<file path="src/rtl/irq_controller_if.sv">
// Interrupt controller bus: device lines, CPU register port and the CPU interrupt handshake.
// The master side (devices and CPU) drives the stimulus; the slave side is the controller.
interface irq_controller_if #(
   parameter int N_IRQ = 4,
   parameter int CW    = 2
);
   logic [N_IRQ-1:0] irq_in;
   logic             reg_we;
   logic [1:0]       reg_sel;
   logic [N_IRQ-1:0] reg_wdata;
   logic [N_IRQ-1:0] reg_rdata;
   logic             int_ack;
   logic             int_ret;
   logic             int_req;
   logic [CW-1:0]    int_cause;
   logic             global_int_en;
   logic             in_service;

   modport master (
      output irq_in, reg_we, reg_sel, reg_wdata, int_ack, int_ret,
      input  reg_rdata, int_req, int_cause, global_int_en, in_service
   );

   modport slave (
      input  irq_in, reg_we, reg_sel, reg_wdata, int_ack, int_ret,
      output reg_rdata, int_req, int_cause, global_int_en, in_service
   );
endinterface

</file>
<file path="src/rtl/irq_controller.sv">
// Edge-captured, fixed-priority interrupt controller: pending is set one edge after a rising edge
// and int_req follows one edge later; the request is held until int_ack, and service ends on int_ret.
module irq_controller #(
   parameter int N_IRQ = 4,
   parameter int CW    = 2
) (
   input logic            clk,
   input logic            clr,
   irq_controller_if.slave bus
);
   typedef enum logic [1:0] {IDLE, REQ, SERVICE} state_e;

   state_e           state_q, state_d;
   logic [N_IRQ-1:0] irq_d_q;
   logic [N_IRQ-1:0] pending_q, pending_d;
   logic [N_IRQ-1:0] mask_q, mask_d;
   logic             gie_q, gie_d;
   logic [CW-1:0]    cause_q, cause_d;

   logic [N_IRQ-1:0] rise;
   logic [N_IRQ-1:0] active;
   logic [N_IRQ-1:0] w1c_bits;
   logic [N_IRQ-1:0] ack_bits;
   logic [CW-1:0]    first_idx;
   logic             ack_fire;
   logic             ret_fire;

   assign rise     = bus.irq_in & ~irq_d_q;
   assign active   = pending_q & mask_q;
   assign ack_fire = (state_q == REQ) && bus.int_ack;
   assign ret_fire = (state_q == SERVICE) && bus.int_ret;
   assign w1c_bits = (bus.reg_we && bus.reg_sel == 2'd1) ? bus.reg_wdata : '0;
   assign ack_bits = ack_fire ? (N_IRQ'(1) << cause_q) : '0;

   // Scan downward so the lowest set index is the one left standing.
   always_comb begin
      first_idx = '0;
      for (int i = N_IRQ - 1; i >= 0; i--) begin
         if (active[i]) first_idx = CW'(i);
      end
   end

   always_comb begin
      pending_d = (pending_q & ~(w1c_bits | ack_bits)) | rise;
      mask_d    = mask_q;
      if (bus.reg_we && bus.reg_sel == 2'd0) mask_d = bus.reg_wdata;
   end

   // The handshake overrides software writes to gie; int_ret has the last word.
   always_comb begin
      gie_d = gie_q;
      if (bus.reg_we && bus.reg_sel == 2'd2) gie_d = bus.reg_wdata[0];
      if (ack_fire) gie_d = 1'b0;
      if (ret_fire) gie_d = 1'b1;
   end

   always_comb begin
      state_d = state_q;
      cause_d = cause_q;
      case (state_q)
         IDLE: begin
            if (gie_q && (|active)) begin
               state_d = REQ;
               cause_d = first_idx;
            end
         end
         REQ: begin
            if (bus.int_ack) state_d = SERVICE;
         end
         SERVICE: begin
            if (bus.int_ret) state_d = IDLE;
         end
         default: state_d = IDLE;
      endcase
   end

   always_ff @(posedge clk or posedge clr) begin
      if (clr) begin
         state_q   <= IDLE;
         irq_d_q   <= '0;
         pending_q <= '0;
         mask_q    <= '0;
         gie_q     <= 1'b0;
         cause_q   <= '0;
      end else begin
         state_q   <= state_d;
         irq_d_q   <= bus.irq_in;
         pending_q <= pending_d;
         mask_q    <= mask_d;
         gie_q     <= gie_d;
         cause_q   <= cause_d;
      end
   end

   always_comb begin
      bus.reg_rdata = '0;
      case (bus.reg_sel)
         2'd0:    bus.reg_rdata = mask_q;
         2'd1:    bus.reg_rdata = pending_q;
         2'd2:    bus.reg_rdata = {{(N_IRQ - 1){1'b0}}, gie_q};
         default: bus.reg_rdata = '0;
      endcase
   end

   assign bus.int_req       = (state_q == REQ);
   assign bus.int_cause     = cause_q;
   assign bus.global_int_en = gie_q;
   assign bus.in_service    = (state_q == SERVICE);
endmodule

</file>
<file path="src/flat_wrapper.sv">
// flat-port wrapper written by rule: the top's interface ports become plain ports
module irq_controller_flat 
#(
   parameter int N_IRQ = 4,
   parameter int CW    = 2
)
  (clk, clr, bus_irq_in, bus_reg_we, bus_reg_sel, bus_reg_wdata, bus_int_ack, bus_int_ret, bus_reg_rdata, bus_int_req, bus_int_cause, bus_global_int_en, bus_in_service);
  irq_controller_if #(.N_IRQ(N_IRQ), .CW(CW)) bus_i ();
  input logic clk;
  input logic clr;
  input wire logic [$bits(bus_i.irq_in)-1:0] bus_irq_in;
  input wire logic [$bits(bus_i.reg_we)-1:0] bus_reg_we;
  input wire logic [$bits(bus_i.reg_sel)-1:0] bus_reg_sel;
  input wire logic [$bits(bus_i.reg_wdata)-1:0] bus_reg_wdata;
  input wire logic [$bits(bus_i.int_ack)-1:0] bus_int_ack;
  input wire logic [$bits(bus_i.int_ret)-1:0] bus_int_ret;
  output wire logic [$bits(bus_i.reg_rdata)-1:0] bus_reg_rdata;
  output wire logic [$bits(bus_i.int_req)-1:0] bus_int_req;
  output wire logic [$bits(bus_i.int_cause)-1:0] bus_int_cause;
  output wire logic [$bits(bus_i.global_int_en)-1:0] bus_global_int_en;
  output wire logic [$bits(bus_i.in_service)-1:0] bus_in_service;
  assign bus_i.irq_in = bus_irq_in;
  assign bus_i.reg_we = bus_reg_we;
  assign bus_i.reg_sel = bus_reg_sel;
  assign bus_i.reg_wdata = bus_reg_wdata;
  assign bus_i.int_ack = bus_int_ack;
  assign bus_i.int_ret = bus_int_ret;
  assign bus_reg_rdata = bus_i.reg_rdata;
  assign bus_int_req = bus_i.int_req;
  assign bus_int_cause = bus_i.int_cause;
  assign bus_global_int_en = bus_i.global_int_en;
  assign bus_in_service = bus_i.in_service;
  irq_controller #(.N_IRQ(N_IRQ), .CW(CW)) u_core (.clk(clk), .clr(clr), .bus(bus_i));
endmodule
</file>
<file path="config.mk">
export PLATFORM = sky130hd
export DESIGN_NAME = irq_controller_flat
export DESIGN_NICKNAME = d
export VERILOG_FILES = /design/src/rtl/irq_controller_if.sv /design/src/rtl/irq_controller.sv /design/src/flat_wrapper.sv
export SDC_FILE = /design/constraint.sdc
export NUM_CORES = 1
export LEC_CHECK = 0
export CAP_MARGIN = 15
export CORE_AREA = 2 2 49 51
export CTS_CLUSTER_DIAMETER = 150
export CTS_CLUSTER_SIZE = 10
export DETAILED_ROUTE_END_ITERATION = 7
export DIE_AREA = 0 0 51 53
export PLACE_DENSITY = 0.77
export SETUP_SLACK_MARGIN = 0.02
export SKIP_CTS_REPAIR_TIMING = 1
export SYNTH_ARGS = -nofsm -noshare
export SYNTH_HDL_FRONTEND = slang
export SYNTH_SLANG_ARGS = --single-unit
</file>
<file path="constraint.sdc">
create_clock -name clk -period 0.95 [get_ports clk]
set_input_delay 0.1425 -clock clk [delete_from_list [all_inputs] [get_ports clk]]
set_output_delay 0.1425 -clock clk [all_outputs]
set_load 0.005 [all_outputs]
</file>
==> flow_metrics.py <==
metrics = {
    "yosys": {
        "ys_warn_count": 0,
        "synth.area.top_cells": "dfrtp_1 50%, mux2_2 5.3%, inv_1 4.8%",
        "yosys.cell_types.count": 27,
        "synthFlopType": "dfrtp_1",
        "avgSynthCellArea_um2": 10.8,
        "syn-num-nets": 94,
        "yosys.area.top_type_share_pct": 49.6,
        "synthCells": 79,
        "synth-seq-cells": 17,
        "synth_commonest_cells": "17 x dfrtp_1, 11 x inv_1, 6 x a21oi_1",
        "seq_area_frac_synth_pct": 49.6,
        "synth_area_leader_cell": "dfrtp_1",
        "yosysMostFrequentCell": "dfrtp_1",
        "synth_edf_count": 0,
        "syn_area_um2": 857,
        "ys_async_sr_fraction_pct": 100,
    },
    "worst_setup_path": {
        "crit_path_max_incr_delay_ns": 0.42,
        "rr_endpoint": "u_core.pending_q[3]",
        "cp-start-kind": "register",
        "crit_fanout": 3,
        "cp_data_required_time_ns": 1.13,
        "r2r_slack_ns": -0.36,
        "setup.worst_path.end": "u_core.pending_q[3]",
        "arrival_ns": 1.49,
        "critPathMostFrequentCell": "buf_6",
        "end_kind": "register",
        "crit_buf_inv": 2,
        "crit_slowest_cell": "dfrtp_1",
        "worstPathCellList": "buf_6 -> buf_6 -> nand4b_1 -> o221ai_2 -> o21ai_1",
        "crit_type": "register to register",
        "path_delay_family": "flip-flops",
        "crit-reg2reg-launch": "u_core.state_q[1]",
        "cp.depth": 5,
        "cp-startpoint": "u_core.state_q[1]",
        "rr_worst_depth": 5,
    },
    "detailed_routing": {
        "wl_per_cell_um": 15.7,
        "remaining_drc_errors": 0,
        "vias_per_cell": 5.16,
        "drtAntennaViolNets": 0,
        "initialDrtViolationCount": 6,
        "wirelength_um": 2620,
        "routed-via-count": 862,
        "firstDrtPassIters": 4,
    },
    "status": {
        "outcome": "complete, but fails checks",
        "violations": "setup timing",
    },
    "placed_design": {
        "dp_hpwl_um": 1750,
        "gp_congestion": 0.791,
        "dp_slack_ns": -0.735,
        "io_buffers": 23,
    },
    "floorplanning": {
        "initial_core_util_pct": 39.9,
        "rows": 17,
        "ioPinCount": 24,
        "dieArea_mm2": 0.00270,
        "die_y_um": 53,
        "core_area_mm2": 0.00215,
        "die_w_um": 51,
    },
    "sta": {
        "setup_ws_ns": -0.360,
        "finClkSkew_ns": 0.00188,
        "period_minus_slack_ns": 1.31,
        "hold_slack_ns": 0.164,
        "final-hold-violation-count": 0,
        "min_period_over_period_pct": 138,
        "worst_pin_slew_ns": 0.270,
        "fmax_mhz": 764,
        "drv_slew": 0,
        "rsz0062_at_grt": "true",
        "maxSlewHeadroom_pct": 82.0,
        "setup_viol": 22,
    },
    "global_route": {
        "grt_pass1_wl_um": 3590,
        "grt_pass1_vias": 805,
        "overflow": 0,
        "grt_max_degree": 18,
        "antenna_found_initial": 0,
        "grtUsageTotal_pct": 18.2,
    },
    "job": {
        "drv_cap": 0,
    },
    "pwr": {
        "swShare_pct": 34.9,
        "comb_power_share_pct": 57.5,
        "clkPwrFrac_pct": 11.2,
        "p_sw_mw": 1.21,
        "leakage_nw": 0.707,
        "seq_power_share_pct": 31.3,
        "power.density_mw_per_mm2": 2330,
        "internal_power_mw": 2.25,
        "p_total_mw": 3.46,
        "peakVddDrop_uv": 2050,
    },
    "cells_and_area": {
        "fillCellCount": 172,
        "drive_above_1_share_pct": 46.8,
        "synthToLayoutAreaGrowth_pct": 73.4,
        "nets": 155,
        "n_antenna_cell": 0,
    },
    "clocking": {
        "cts_tree": "yes",
        "clk_pin_slew_ns": 0.10,
        "htreeDepth": 1,
        "cts_made_buffers": 3,
        "worstSkewPairLatency_ns": 0.29,
        "clockBufferDepth": 2,
        "clock-sinks": 17,
        "cts-root-buf": "clkbuf_4",
    },
    "min_path": {
        "hp-class": "input pin to async pin",
    },
}
## layout make-up
| class | instances | area [um2] | area share, % |
|---|---|---|---|
| clock buffer | 4 | 26.3 | 1.77 |
| inverter | 11 | 41.3 | 2.78 |
| multi-input combinational | 49 | 443 | 29.8 |
| sequential | 17 | 427 | 28.7 |
| tap | 28 | 35.0 | 2.36 |
| timing repair buffer | 58 | 514 | 34.6 |
## worst min-delay path by stage
stage / start / slack, ns / end / depth (start not counted)
global placement: u_core.irq_d_q[3] / 0.39 / u_core.pending_q[3] / 1
finish: clr / 0.16 / u_core.pending_q[0] / 3
floorplan: clr / 0.07 / u_core.bus.global_int_en / 1
CTS: clr / 0.17 / u_core.pending_q[0] / 3
global route: clr / 0.17 / u_core.pending_q[0] / 3
detailed placement: u_core.irq_d_q[1] / 0.41 / u_core.pending_q[1] / 1
## flip-flops by register name, summed over array words and instances, names as in the netlist
signal and flops:
u_core.state_q 2, u_core.irq_d_q 4, u_core.bus.global_int_en 1, u_core.pending_q 4
u_core.mask_q 4, u_core.bus.int_cause 2
## tightest hold or removal path, stage by stage
cell,delay (ns)
clkdlybuf4s50_1,0.40
inv_1,0.10
buf_12,0.16
## placed cells by master (no fill, tap or decap), types with 2 or more instances in the layout
cell,n
inv_1,10
mux2_4,4
dfrtp_1,16
o221ai_2,2
clkbuf_2,8
o21ai_1,3
buf_6,15
nand4b_1,2
nor3b_4,2
a21oi_1,5
a22o_1,3
nor2_1,4
nand3b_1,3
buf_4,21
o22ai_1,3
clkbuf_4,3
clkdlybuf4s50_1,11
mux2i_1,4
nand2_1,2
## cells by family (layout without fill, tap and decap cells)
family | after synthesis | after routing | synth area share, %
DFF | 17 | 17 | 49.6
buffers and inverters | 13 | 73 | 7.01
AOI/OAI and AO/OA | 23 | 23 | 18.8
muxes | 8 | 8 | 9.93
and+or+nand+nor | 18 | 18 | 14.6
## per-stage QoR
| step | instances | util, % | TNS, ns | area [um2] |
|---|---|---|---|---|
| 6_report | 167 | 69.2 | -4.05 | 1490 |
| 5_1_grt | 167 | 69.2 | -5.06 | 1490 |
| 4_1_cts | 158 | 62.7 | -8.80 | 1350 |
| 3_5_place_dp | 154 | 61.4 | -9.89 | 1320 |
| 3_3_place_gp | 154 | 61.4 | -9.48 | 1320 |
| 2_1_floorplan | 79 | - | -0.267 | 873 |
## power groups by stage
stage	clock, mW	combinational, mW	sequential [mW]
2_1_floorplan	0	0.535	1.13
3_3_place_gp	0	1.47	1.08
3_5_place_dp	0	1.53	1.08
4_1_cts	0.394	1.53	1.07
5_1_grt	0.437	2.13	1.10
6_report	0.389	1.99	1.08
## layer usage
layer | GRT usage, % | wire length (um)
met5 | 0 | 0
met4 | 6.76 | 46
met3 | 3.67 | 108
met2 | 30.7 | 1360
met1 | 22.9 | 1110
Power figures use the tool's default switching activity.
